## src/rtl/ddr_port_arbiter_if.sv

```systemverilog
// Signal bundle between the two cache clients, the arbiter and the DDR controller port.
// The arbiter takes the slave view; the surrounding clients plus DDR controller take the master view.
interface ddr_port_arbiter_if #(
  parameter int ADDR_W = 27,
  parameter int DATA_W = 128
);
  logic              p0_rd_en;
  logic [ADDR_W-1:0] p0_rd_addr;
  logic              p0_rd_fin;
  logic [DATA_W-1:0] p0_rd_data;
  logic              p0_wr_en;
  logic [ADDR_W-1:0] p0_wr_addr;
  logic [DATA_W-1:0] p0_wr_data;
  logic              p0_wr_fin;

  logic              p1_rd_en;
  logic [ADDR_W-1:0] p1_rd_addr;
  logic              p1_rd_fin;
  logic [DATA_W-1:0] p1_rd_data;
  logic              p1_wr_en;
  logic [ADDR_W-1:0] p1_wr_addr;
  logic [DATA_W-1:0] p1_wr_data;
  logic              p1_wr_fin;

  logic              ddr_rd_en;
  logic [ADDR_W-1:0] ddr_rd_addr;
  logic              ddr_rd_fin;
  logic [DATA_W-1:0] ddr_rd_data;
  logic              ddr_wr_en;
  logic [ADDR_W-1:0] ddr_wr_addr;
  logic [DATA_W-1:0] ddr_wr_data;
  logic              ddr_wr_fin;

  modport slave (
    input  p0_rd_en, p0_rd_addr, p0_wr_en, p0_wr_addr, p0_wr_data,
    input  p1_rd_en, p1_rd_addr, p1_wr_en, p1_wr_addr, p1_wr_data,
    output p0_rd_fin, p0_rd_data, p0_wr_fin,
    output p1_rd_fin, p1_rd_data, p1_wr_fin,
    output ddr_rd_en, ddr_rd_addr, ddr_wr_en, ddr_wr_addr, ddr_wr_data,
    input  ddr_rd_fin, ddr_rd_data, ddr_wr_fin
  );

  modport master (
    output p0_rd_en, p0_rd_addr, p0_wr_en, p0_wr_addr, p0_wr_data,
    output p1_rd_en, p1_rd_addr, p1_wr_en, p1_wr_addr, p1_wr_data,
    input  p0_rd_fin, p0_rd_data, p0_wr_fin,
    input  p1_rd_fin, p1_rd_data, p1_wr_fin,
    input  ddr_rd_en, ddr_rd_addr, ddr_wr_en, ddr_wr_addr, ddr_wr_data,
    output ddr_rd_fin, ddr_rd_data, ddr_wr_fin
  );
endinterface

```

## src/rtl/ddr_port_arbiter.sv

```systemverilog
// Two-client round-robin arbiter for the single DDR port: one-deep request slots,
// one outstanding DDR transaction, completions routed back to the owning client.
module ddr_port_arbiter #(
  parameter int ADDR_W = 27,
  parameter int DATA_W = 128
) (
  input  logic              clk,
  input  logic              rstn,
  ddr_port_arbiter_if.slave bus,
  output logic              busy,
  output logic              overflow
);
  localparam logic [1:0] ST_IDLE    = 2'd0;
  localparam logic [1:0] ST_ISSUE   = 2'd1;
  localparam logic [1:0] ST_WAIT_RD = 2'd2;
  localparam logic [1:0] ST_WAIT_WR = 2'd3;

  // Slot index = {port, is_write}: S0 p0 rd, S1 p0 wr, S2 p1 rd, S3 p1 wr.
  logic [1:0]        state_q, state_d;
  logic [1:0]        rr_q, rr_d;
  logic [1:0]        gnt_q, gnt_d;
  logic              overflow_q, overflow_d;
  logic [3:0]        slot_vld_q, slot_vld_d;
  logic [ADDR_W-1:0] slot_addr_q [4];
  logic [ADDR_W-1:0] slot_addr_d [4];
  logic [DATA_W-1:0] slot_data_q [2];
  logic [DATA_W-1:0] slot_data_d [2];
  logic              ddr_rd_en_q, ddr_rd_en_d;
  logic              ddr_wr_en_q, ddr_wr_en_d;
  logic [ADDR_W-1:0] ddr_rd_addr_q, ddr_rd_addr_d;
  logic [ADDR_W-1:0] ddr_wr_addr_q, ddr_wr_addr_d;
  logic [DATA_W-1:0] ddr_wr_data_q, ddr_wr_data_d;
  logic [1:0]        rd_fin_q, rd_fin_d;
  logic [1:0]        wr_fin_q, wr_fin_d;
  logic [DATA_W-1:0] rd_data_q [2];
  logic [DATA_W-1:0] rd_data_d [2];

  logic [3:0]        req_en;
  logic [ADDR_W-1:0] req_addr [4];
  logic              found;
  logic [1:0]        gnt_idx;
  logic [1:0]        cand;

  assign req_en      = {bus.p1_wr_en, bus.p1_rd_en, bus.p0_wr_en, bus.p0_rd_en};
  assign req_addr[0] = bus.p0_rd_addr;
  assign req_addr[1] = bus.p0_wr_addr;
  assign req_addr[2] = bus.p1_rd_addr;
  assign req_addr[3] = bus.p1_wr_addr;

  // First valid slot starting at the round-robin pointer.
  always_comb begin
    found   = 1'b0;
    gnt_idx = rr_q;
    cand    = rr_q;
    for (int i = 0; i < 4; i++) begin
      cand = rr_q + 2'(i);
      if (!found && slot_vld_q[cand]) begin
        found   = 1'b1;
        gnt_idx = cand;
      end
    end
  end

  always_comb begin
    // NOTE: every signal gets a default before the case so no path leaves one unassigned (no latches).
    state_d       = state_q;
    rr_d          = rr_q;
    gnt_d         = gnt_q;
    overflow_d    = overflow_q;
    slot_vld_d    = slot_vld_q;
    slot_addr_d   = slot_addr_q;
    slot_data_d   = slot_data_q;
    ddr_rd_en_d   = 1'b0;
    ddr_wr_en_d   = 1'b0;
    ddr_rd_addr_d = ddr_rd_addr_q;
    ddr_wr_addr_d = ddr_wr_addr_q;
    ddr_wr_data_d = ddr_wr_data_q;
    rd_fin_d      = '0;
    wr_fin_d      = '0;
    rd_data_d     = rd_data_q;

    case (state_q)
      ST_IDLE: begin
        if (found) begin
          state_d = ST_ISSUE;
          gnt_d   = gnt_idx;
          rr_d    = gnt_idx + 2'd1;
          if (gnt_idx[0]) begin
            ddr_wr_en_d   = 1'b1;
            ddr_wr_addr_d = slot_addr_q[gnt_idx];
            ddr_wr_data_d = slot_data_q[gnt_idx[1]];
          end else begin
            ddr_rd_en_d   = 1'b1;
            ddr_rd_addr_d = slot_addr_q[gnt_idx];
          end
        end
      end
      ST_ISSUE: state_d = gnt_q[0] ? ST_WAIT_WR : ST_WAIT_RD;
      ST_WAIT_RD: begin
        if (bus.ddr_rd_fin) begin
          state_d               = ST_IDLE;
          slot_vld_d[gnt_q]     = 1'b0;
          rd_fin_d[gnt_q[1]]    = 1'b1;
          rd_data_d[gnt_q[1]]   = bus.ddr_rd_data;
        end
      end
      ST_WAIT_WR: begin
        if (bus.ddr_wr_fin) begin
          state_d            = ST_IDLE;
          slot_vld_d[gnt_q]  = 1'b0;
          wr_fin_d[gnt_q[1]] = 1'b1;
        end
      end
      default: state_d = ST_IDLE;
    endcase

    // Acceptance looks at the slot as it stood at this edge, so a request racing its own fin is dropped.
    for (int i = 0; i < 4; i++) begin
      if (req_en[i]) begin
        if (slot_vld_q[i]) begin
          overflow_d = 1'b1;
        end else begin
          slot_vld_d[i]  = 1'b1;
          slot_addr_d[i] = req_addr[i];
        end
      end
    end
    if (req_en[1] && !slot_vld_q[1]) slot_data_d[0] = bus.p0_wr_data;
    if (req_en[3] && !slot_vld_q[3]) slot_data_d[1] = bus.p1_wr_data;
  end

  // NOTE: state uses non-blocking assignments so all flops update together from pre-edge values.
  always_ff @(posedge clk) begin
    if (!rstn) begin
      state_q       <= ST_IDLE;
      rr_q          <= 2'd0;
      gnt_q         <= 2'd0;
      overflow_q    <= 1'b0;
      slot_vld_q    <= '0;
      ddr_rd_en_q   <= 1'b0;
      ddr_wr_en_q   <= 1'b0;
      ddr_rd_addr_q <= '0;
      ddr_wr_addr_q <= '0;
      ddr_wr_data_q <= '0;
      rd_fin_q      <= '0;
      wr_fin_q      <= '0;
      rd_data_q[0]  <= '0;
      rd_data_q[1]  <= '0;
    end else begin
      state_q       <= state_d;
      rr_q          <= rr_d;
      gnt_q         <= gnt_d;
      overflow_q    <= overflow_d;
      slot_vld_q    <= slot_vld_d;
      ddr_rd_en_q   <= ddr_rd_en_d;
      ddr_wr_en_q   <= ddr_wr_en_d;
      ddr_rd_addr_q <= ddr_rd_addr_d;
      ddr_wr_addr_q <= ddr_wr_addr_d;
      ddr_wr_data_q <= ddr_wr_data_d;
      rd_fin_q      <= rd_fin_d;
      wr_fin_q      <= wr_fin_d;
      rd_data_q     <= rd_data_d;
    end
  end

  // NOTE: slot payloads are not reset; the valid bits alone decide whether they are ever read.
  always_ff @(posedge clk) begin
    slot_addr_q <= slot_addr_d;
    slot_data_q <= slot_data_d;
  end

  assign bus.ddr_rd_en   = ddr_rd_en_q;
  assign bus.ddr_wr_en   = ddr_wr_en_q;
  assign bus.ddr_rd_addr = ddr_rd_addr_q;
  assign bus.ddr_wr_addr = ddr_wr_addr_q;
  assign bus.ddr_wr_data = ddr_wr_data_q;
  assign bus.p0_rd_fin   = rd_fin_q[0];
  assign bus.p1_rd_fin   = rd_fin_q[1];
  assign bus.p0_wr_fin   = wr_fin_q[0];
  assign bus.p1_wr_fin   = wr_fin_q[1];
  assign bus.p0_rd_data  = rd_data_q[0];
  assign bus.p1_rd_data  = rd_data_q[1];
  assign busy            = (state_q != ST_IDLE);
  assign overflow        = overflow_q;
endmodule

```

## src/flat_wrapper.sv

```systemverilog
// flat-port wrapper written by rule: the top's interface ports become plain ports
module ddr_port_arbiter_flat 
#(
  parameter int ADDR_W = 27,
  parameter int DATA_W = 128
)
  (clk, rstn, busy, overflow, bus_p0_rd_en, bus_p0_rd_addr, bus_p0_wr_en, bus_p0_wr_addr, bus_p0_wr_data, bus_p1_rd_en, bus_p1_rd_addr, bus_p1_wr_en, bus_p1_wr_addr, bus_p1_wr_data, bus_p0_rd_fin, bus_p0_rd_data, bus_p0_wr_fin, bus_p1_rd_fin, bus_p1_rd_data, bus_p1_wr_fin, bus_ddr_rd_en, bus_ddr_rd_addr, bus_ddr_wr_en, bus_ddr_wr_addr, bus_ddr_wr_data, bus_ddr_rd_fin, bus_ddr_rd_data, bus_ddr_wr_fin);
  ddr_port_arbiter_if #(.ADDR_W(ADDR_W), .DATA_W(DATA_W)) bus_i ();
  input  logic clk;
  input  logic rstn;
  output logic busy;
  output logic overflow;
  input wire logic [$bits(bus_i.p0_rd_en)-1:0] bus_p0_rd_en;
  input wire logic [$bits(bus_i.p0_rd_addr)-1:0] bus_p0_rd_addr;
  input wire logic [$bits(bus_i.p0_wr_en)-1:0] bus_p0_wr_en;
  input wire logic [$bits(bus_i.p0_wr_addr)-1:0] bus_p0_wr_addr;
  input wire logic [$bits(bus_i.p0_wr_data)-1:0] bus_p0_wr_data;
  input wire logic [$bits(bus_i.p1_rd_en)-1:0] bus_p1_rd_en;
  input wire logic [$bits(bus_i.p1_rd_addr)-1:0] bus_p1_rd_addr;
  input wire logic [$bits(bus_i.p1_wr_en)-1:0] bus_p1_wr_en;
  input wire logic [$bits(bus_i.p1_wr_addr)-1:0] bus_p1_wr_addr;
  input wire logic [$bits(bus_i.p1_wr_data)-1:0] bus_p1_wr_data;
  output wire logic [$bits(bus_i.p0_rd_fin)-1:0] bus_p0_rd_fin;
  output wire logic [$bits(bus_i.p0_rd_data)-1:0] bus_p0_rd_data;
  output wire logic [$bits(bus_i.p0_wr_fin)-1:0] bus_p0_wr_fin;
  output wire logic [$bits(bus_i.p1_rd_fin)-1:0] bus_p1_rd_fin;
  output wire logic [$bits(bus_i.p1_rd_data)-1:0] bus_p1_rd_data;
  output wire logic [$bits(bus_i.p1_wr_fin)-1:0] bus_p1_wr_fin;
  output wire logic [$bits(bus_i.ddr_rd_en)-1:0] bus_ddr_rd_en;
  output wire logic [$bits(bus_i.ddr_rd_addr)-1:0] bus_ddr_rd_addr;
  output wire logic [$bits(bus_i.ddr_wr_en)-1:0] bus_ddr_wr_en;
  output wire logic [$bits(bus_i.ddr_wr_addr)-1:0] bus_ddr_wr_addr;
  output wire logic [$bits(bus_i.ddr_wr_data)-1:0] bus_ddr_wr_data;
  input wire logic [$bits(bus_i.ddr_rd_fin)-1:0] bus_ddr_rd_fin;
  input wire logic [$bits(bus_i.ddr_rd_data)-1:0] bus_ddr_rd_data;
  input wire logic [$bits(bus_i.ddr_wr_fin)-1:0] bus_ddr_wr_fin;
  assign bus_i.p0_rd_en = bus_p0_rd_en;
  assign bus_i.p0_rd_addr = bus_p0_rd_addr;
  assign bus_i.p0_wr_en = bus_p0_wr_en;
  assign bus_i.p0_wr_addr = bus_p0_wr_addr;
  assign bus_i.p0_wr_data = bus_p0_wr_data;
  assign bus_i.p1_rd_en = bus_p1_rd_en;
  assign bus_i.p1_rd_addr = bus_p1_rd_addr;
  assign bus_i.p1_wr_en = bus_p1_wr_en;
  assign bus_i.p1_wr_addr = bus_p1_wr_addr;
  assign bus_i.p1_wr_data = bus_p1_wr_data;
  assign bus_p0_rd_fin = bus_i.p0_rd_fin;
  assign bus_p0_rd_data = bus_i.p0_rd_data;
  assign bus_p0_wr_fin = bus_i.p0_wr_fin;
  assign bus_p1_rd_fin = bus_i.p1_rd_fin;
  assign bus_p1_rd_data = bus_i.p1_rd_data;
  assign bus_p1_wr_fin = bus_i.p1_wr_fin;
  assign bus_ddr_rd_en = bus_i.ddr_rd_en;
  assign bus_ddr_rd_addr = bus_i.ddr_rd_addr;
  assign bus_ddr_wr_en = bus_i.ddr_wr_en;
  assign bus_ddr_wr_addr = bus_i.ddr_wr_addr;
  assign bus_ddr_wr_data = bus_i.ddr_wr_data;
  assign bus_i.ddr_rd_fin = bus_ddr_rd_fin;
  assign bus_i.ddr_rd_data = bus_ddr_rd_data;
  assign bus_i.ddr_wr_fin = bus_ddr_wr_fin;
  ddr_port_arbiter #(.ADDR_W(ADDR_W), .DATA_W(DATA_W)) u_core (.clk(clk), .rstn(rstn), .bus(bus_i), .busy(busy), .overflow(overflow));
endmodule
```

## config.mk

```make
export PLATFORM = sky130hd
export DESIGN_NAME = ddr_port_arbiter_flat
export DESIGN_NICKNAME = d
export VERILOG_FILES = /design/src/rtl/ddr_port_arbiter_if.sv /design/src/rtl/ddr_port_arbiter.sv /design/src/flat_wrapper.sv
export SDC_FILE = /design/constraint.sdc
export NUM_CORES = 1
export LEC_CHECK = 0
export ABC_AREA = 1
export CELL_PAD_IN_SITES_DETAIL_PLACEMENT = 0
export CELL_PAD_IN_SITES_GLOBAL_PLACEMENT = 1
export CORE_AREA = 2 2 367 369
export DETAILED_ROUTE_END_ITERATION = 6
export DIE_AREA = 0 0 369 371
export MAX_ROUTING_LAYER = met4
export PLACE_DENSITY_LB_ADDON = 0.1
export RECOVER_POWER = 100
export SLEW_MARGIN = 20
export SYNTH_ARGS = -nofsm -noshare
export SYNTH_HDL_FRONTEND = slang
export SYNTH_SLANG_ARGS = --single-unit
```

## constraint.sdc

```tcl
create_clock -name clk -period 4.5 [get_ports clk]
set_input_delay 0.675 -clock clk [delete_from_list [all_inputs] [get_ports clk]]
set_output_delay 0.675 -clock clk [all_outputs]
set_load 0.03 [all_outputs]
```

==> results.toml, run 1 <==
[setup_path]
cp_num_buf_inv = 4
arrival_ps = 4300
crit_top_cell = "nand2_1"
crit_chain = "inv_1 > nand2_1 > nand2_1 > nand2_1 > nand2_1 > nand4_1 > inv_1 > nand2_1 > buf_6 > nand3_1 > nand3_1 > nand2_1 > inv_1"
cp_max_fo = 127
cp_top_family = "buffers and inverters"
critPathSlowestCell = "buf_6"
critPathCaptureType = "flip-flop"
cpPeakStageDelay_ps = 890
crit_required_ps = 5130
setup.worst_path.class = "reg2reg"
cp-start-kind = "flip-flop"

[power]
power.switching_mw = 10.8
peakVddDrop_mv = 0.764
clockPowerShare_pct = 30.6
seq_power_share_pct = 33.5
pwr-share-comb_pct = 35.9
p_per_area_mw_per_mm2 = 613
power_leakage_nw = 19.3
switching_share_pct = 38.9
internal-power_mw = 16.9

[run_status]
outcome = "finished with violations"
violations = "max-capacitance violations, max-slew violations"

[global_routing]
antenna_found_initial = 119
grtUsageTotal_pct = 19.5
grt.overflow.total = 0
grt_pass1_vias = 25078
grt_pass1_wl_mm = 187
grt_start_max_net_pins = 129

[finish]
syn_to_final_growth_pct = 48.4
drive_above_1_share_pct = 4.77
n_fill_cell = 13690
fin_cells = 6026
layout_commonest_cell = "dlygate4sd3_1"
most-common-layout-cells = "813 x dlygate4sd3_1, 623 x nand2_1, 523 x nor2_1, 455 x dfxtp_1, 377 x nand3_1"
fin_nets = 4628

[placement]
dp_cells = 5791
gp_congestion = 0.849
portBuffers = 945
dp_hpwl_mm = 93.3

[die]
io_pins = 946
dieHeight_um = 371
core_mm2 = 0.133
start_util_pct = 22.9
fp-row-count = 134
die-area_mm2 = 0.137
dieWidth_um = 369

[yosys]
syn-num-nets = 3752
yosysSeqAreaShare_pct = 65.9
synth_area_per_cell_um2 = 9.35
synth-seq-cells = 819
syn_inst = 3252
syn_area_mm2 = 0.0304
synth_warnings = 0
yosysUniqueCellTypes = 26

[timing]
finalCritPeriodShare_pct = 81.6
setup_viol = 0
clock_skew_ps = 41.0
drv_slew = 185
rsz0062_at_grt = "no"
final.setup.tns_ps = 0
max_freq_mhz = 272
relSlewSlack_pct = -102
finalCriticalPeriod_ps = 3670
worst_pin_slew_ps = 3020
whs_ps = 404
hold_viol = 0

[detailed_routing]
routed_wl_mm = 133
via_per_inst = 4.20
wl_per_cell_um = 22.1
dr.pass1.iters = 5
drtIter0Drc = 1435
drt.antenna.violating_nets = 0
drc_errors = 0
num_vias = 25290

[cts]
path_clk_slew_ps = 60
post-cts-setup-buffer-count = 0
clk_latency_ps = 710
numCtsBuffers = 102
cts.sinks = 819
cts_tree = "done"
cts_hold_buf = 0
clk_path_buf_depth = 3
htreeDepth = 3
cts_root_buffer = "clkbuf_16"
ctsResizeCount = 0

[worst_hold_path]
min_path_type = "in2reg"

[job]
drv_cap = 4
[power groups by stage]
stage,Combinational (mW),Clock (mW),Sequential (mW)
after global placement,10.6,0,9.45
after CTS,10.5,8.73,9.30
final,9.95,8.46,9.27
after global routing,11.1,8.99,9.38
after detailed placement,10.5,0,9.44
after floorplan,5.13,0,10.7
[cell usage after synthesis]
library cell / n / area share, %
nor4_1: 2 / 0.041
nor2_2: 1 / 0.021
buf_6: 8 / 0.30
a221oi_1: 1 / 0.029
dfxtp_1: 455 / 30
inv_2: 5 / 0.062
inv_1: 275 / 3.4
clkbuf_1: 116 / 1.4
nand2_2: 2 / 0.041
nand4_1: 2 / 0.041
buf_1: 10 / 0.12
nand2_1: 625 / 7.7
o21ai_1: 20 / 0.33
nor3_1: 1 / 0.016
nand4_2: 1 / 0.041
nand3_1: 379 / 6.2
a21oi_1: 136 / 2.2
a21oi_4: 1 / 0.054
edfxtp_1: 364 / 36
nor2_4: 1 / 0.037
o22ai_1: 1 / 0.021
o21ai_0: 245 / 4.0
nor2_1: 524 / 6.5
buf_2: 62 / 1.0
buf_4: 14 / 0.35
o21a_1: 1 / 0.025
[path summary, 6_finish.rpt]
kind | startpoint | endpoint | slack [ps] | cells after the start
hold reg to reg | u_core.bus.p1_rd_data[52] | u_core.bus.p1_rd_data[52] | 440 | 2
setup / recovery | u_core.rr_q[0] | u_core.bus.ddr_wr_data[6] | 830 | 13
hold / removal | rstn | u_core.bus.p1_rd_data[125] | 400 | 3
setup reg to reg | u_core.rr_q[0] | u_core.bus.ddr_wr_data[6] | 830 | 13
[per-stage QoR]
stage          setup slack, ps  total power [mW]  area (um2)  utilization, %
2_1_floorplan              259              15.8       30400               -
3_3_place_gp              1390              20.0       41700            31.4
3_5_place_dp              1370              20.0       41700            31.4
4_1_cts                   1370              28.6       45100            34.0
5_1_grt                    554              29.4       45100            34.0
6_report                   830              27.7       45100            34.0
[worst min-delay path, cell delays in order]
cell and delay, ps:
buf_6 210, o21ai_0 120, a21oi_1 40
[kinds of logic after synthesis]
| group | share of synthesized area [%] |
|---|---|
| buffers and inverters | 6.68 |
| AOI/OAI and AO/OA | 6.73 |
| and+or+nand+nor | 20.7 |
| DFF | 65.9 |
[cell type report]
class                           instances  area, um2  share of cell area [%]
Tap cell                             1768       2210                    4.90
Inverter                              280       1060                    2.36
Timing Repair Buffer                  982       9890                    21.9
Multi-Input combinational cell       1943       8360                    18.5
Sequential cell                       819      20000                    44.4
Antenna cell                           44        110                   0.244
Clock buffer                          151       2990                    6.63
Clock inverter                         39        450                   0.998
[registers in the layout, summed over array words and instances, names as in the netlist, 4 cells and up]
register,cells
u_core.slot_data_q,256
u_core.bus.ddr_rd_addr,27
u_core.bus.ddr_wr_addr,27
u_core.bus.ddr_wr_data,128
u_core.slot_vld_q,4
u_core.slot_addr_q,108
u_core.bus.p1_rd_data,128
u_core.bus.p0_rd_data,128
[layer usage]
| layer | track usage [%] | share of wire, % | vias to the layer above | wire (um) |
|---|---|---|---|---|
| met5 | - | 0 | - | 0 |
| met4 | 4.84 | 2.7 | 0 | 3580 |
| met3 | 7.12 | 8.5 | 275 | 11300 |
| met2 | 32.5 | 49 | 898 | 65100 |
| met1 | 22.0 | 40 | 11712 | 53500 |
| li1 | - | - | 12405 | - |
(Power assumes the default switching activity.)
==> run 2: changes to the inputs <==
clock period = 2.97 ns   (was 4.5 ns; I/O delays follow)
==> run 2 against run 1 <==
Effect of this change: count of clock-buffer cells in the layout fell by 7; global-route usage rose by 0.11 points; worst hold slack got worse by 330 ps; critical path depth fell by 10; register-to-register slack got worse by 480 ps; sequential share of layout area fell by 0.35 points; the run now ends clean; clock power rose by 52%; flip-flop and latch count did not move; clock skew rose by 9.7 ps; final cell count rose by 0.51%.
==> results.toml, run 2 (synthesis gave the netlist of run 1 again) <==
[detailed_routing]
num_vias = 25317
dr.pass1.iters = 5
drtIter0Drc = 1452
routed_wl_mm = 135
drc_errors = 0
drt.antenna.violating_nets = 0
wl_per_cell_um = 22.2
via_per_inst = 4.18

[setup_path]
cp-start-kind = "flip-flop"
cp_top_family = "buffers and inverters"
ff2ff_path_depth = 15
critPathSlowestCell = "dlygate4sd3_1"
reg2reg_slack_ps = 350
critPathCaptureType = "output port"
setup.worst_path.class = "reg2out"
crit_chain = "nor2_1 > inv_1 > dlygate4sd3_1"
cp_num_buf_inv = 2
arrival_ps = 2190
timing.rr.start = "u_core.rr_q[1]"
r2r_end = "u_core.bus.ddr_wr_data[69]"
cpPeakStageDelay_ps = 840
cp_max_fo = 8
startpoint = "u_core.state_q[1]"
crit_required_ps = 2520

[power]
seq_power_share_pct = 33.0
peakVddDrop_mv = 0.509
clockPowerShare_pct = 30.3
internal-power_mw = 25.9
power_leakage_nw = 19.5
power.switching_mw = 16.6
total_power_mw = 42.5
p_per_area_mw_per_mm2 = 935
switching_share_pct = 39.0
pwr-share-comb_pct = 36.7

[placement]
gp_congestion = 0.827
dp_cells = 5821
portBuffers = 945
dp_hpwl_mm = 95.2
placedInstanceArea_mm2 = 0.0422

[global_routing]
grt_pass1_wl_mm = 188
antenna_found_initial = 109
grt.overflow.total = 0
grtUsageTotal_pct = 19.6
grt_pass1_vias = 25220
grt_start_max_net_pins = 206

[finish]
n_fill_cell = 13575
most-common-layout-cells = "810 x dlygate4sd3_1, 619 x nand2_1, 521 x nor2_1, 455 x dfxtp_1, 378 x nand3_1"
drive_above_1_share_pct = 5.96
largest_reg_flops = 256
fin_area_mm2 = 0.0455
top_register = "u_core.slot_data_q"
ff_latch_area_mm2 = 0.0200
fin_nets = 4656
fin_cells = 6057
multi_input_area_mm2 = 0.00842
syn_to_final_growth_pct = 49.6
layout_commonest_cell = "dlygate4sd3_1"

[cts]
cts_hold_buf = 0
ctsResizeCount = 0
cts_root_buffer = "clkbuf_16"
cts.sinks = 819
cts_tree = "done"
numCtsBuffers = 101
clk_path_buf_depth = 3
htreeDepth = 3
clk_latency_ps = 720
post-cts-setup-buffer-count = 0
path_clk_slew_ps = 60

[timing]
setup_viol = 0
whs_ps = 75.3
drv_slew = 0
hold_viol = 0
max_freq_mhz = 380
final.setup.tns_ps = 0
rsz0062_at_grt = "no"
worst_pin_slew_ps = 1500
relSlewSlack_pct = 0.136
clock_skew_ps = 50.7
finalCritPeriodShare_pct = 88.7
finalCriticalPeriod_ps = 2630

[die]
dieHeight_um = 371
io_pins = 946
core_mm2 = 0.133
dieWidth_um = 369
start_util_pct = 22.9
fp-row-count = 134
die-area_mm2 = 0.137

[worst_hold_path]
min_from = "rstn"
min_path_type = "in2reg"
min_path_cells = 3
min_to = "u_core.bus.p1_rd_data[121]"

[job]
drv_cap = 0

[run_status]
outcome = "finished, final reports clean"
run 2: changes by cell type in the layout (fill, tap and decap cells not counted), sizes merged:
| cell | delta |
|---|---|
| clkdlybuf4s50 | +3 |
| inv | +1 |
| clkinvlp | +3 |
| diode | +2 |
| buf | +9 |
| clkbuf | +13 |
| dlygate4sd3 | -3 |
| clkinv | +3 |
run 2: layout make-up:
class / count / area share [%]
sequential: 819 / 44.1
tap: 1768 / 4.86
clock inverter: 46 / 1.21
multi-input combinational: 1943 / 18.5
antenna: 46 / 0.253
clock buffer: 144 / 6.44
inverter: 280 / 2.33
timing repair buffer: 1011 / 22.3
run 2: metal layers:
layer | track usage (%) | vias to the layer above | routed length [um]
li1 | - | 12473 | -
met1 | 21.4 | 11727 | 51700
met2 | 33.5 | 869 | 67400
met3 | 7.29 | 248 | 11900
met4 | 4.84 | 0 | 3600
met5 | - | - | 0
run 2: worst reg2reg max path, stage by stage, from the launching register on:
cell and delay (ps):
dfxtp_1 400, inv_2 150, nand2_1 60, nand2_1 160, nand2_1 80, nand2_1 140, nand4_2 110, buf_4 170
nand2_2 110, nand2_2 110, nor2_4 130, buf_12 220, buf_6 400, nand3_1 190, nand2_1 80, inv_1 30
run 2: worst max path at each step:
stage	end	slack [ps]	cells past startpoint
after floorplan	u_core.slot_addr_q[0]	-200	2
after global placement	u_core.bus.ddr_wr_data[112]	300	13
after detailed placement	u_core.bus.ddr_wr_data[112]	230	13
after CTS	u_core.bus.ddr_wr_data[112]	230	13
after global routing	u_core.bus.ddr_wr_data[40]	60	16
final	busy	340	3
run 2: metrics by stage:
stage          util (%)  setup WS (ps)
6_report           34.2            337
5_1_grt            34.2           55.9
4_1_cts            34.4            231
3_5_place_dp       31.8            227
3_3_place_gp       31.8            303
2_1_floorplan         -           -203
run 2: power by group through the flow:
stage	logic, mW	clock network, mW	registers, mW
after global routing	17.4	13.7	14.2
after global placement	16.9	0	14.3
final	15.6	12.9	14.0
after floorplan	7.79	0	16.1
after detailed placement	16.8	0	14.3
after CTS	16.9	13.3	14.1
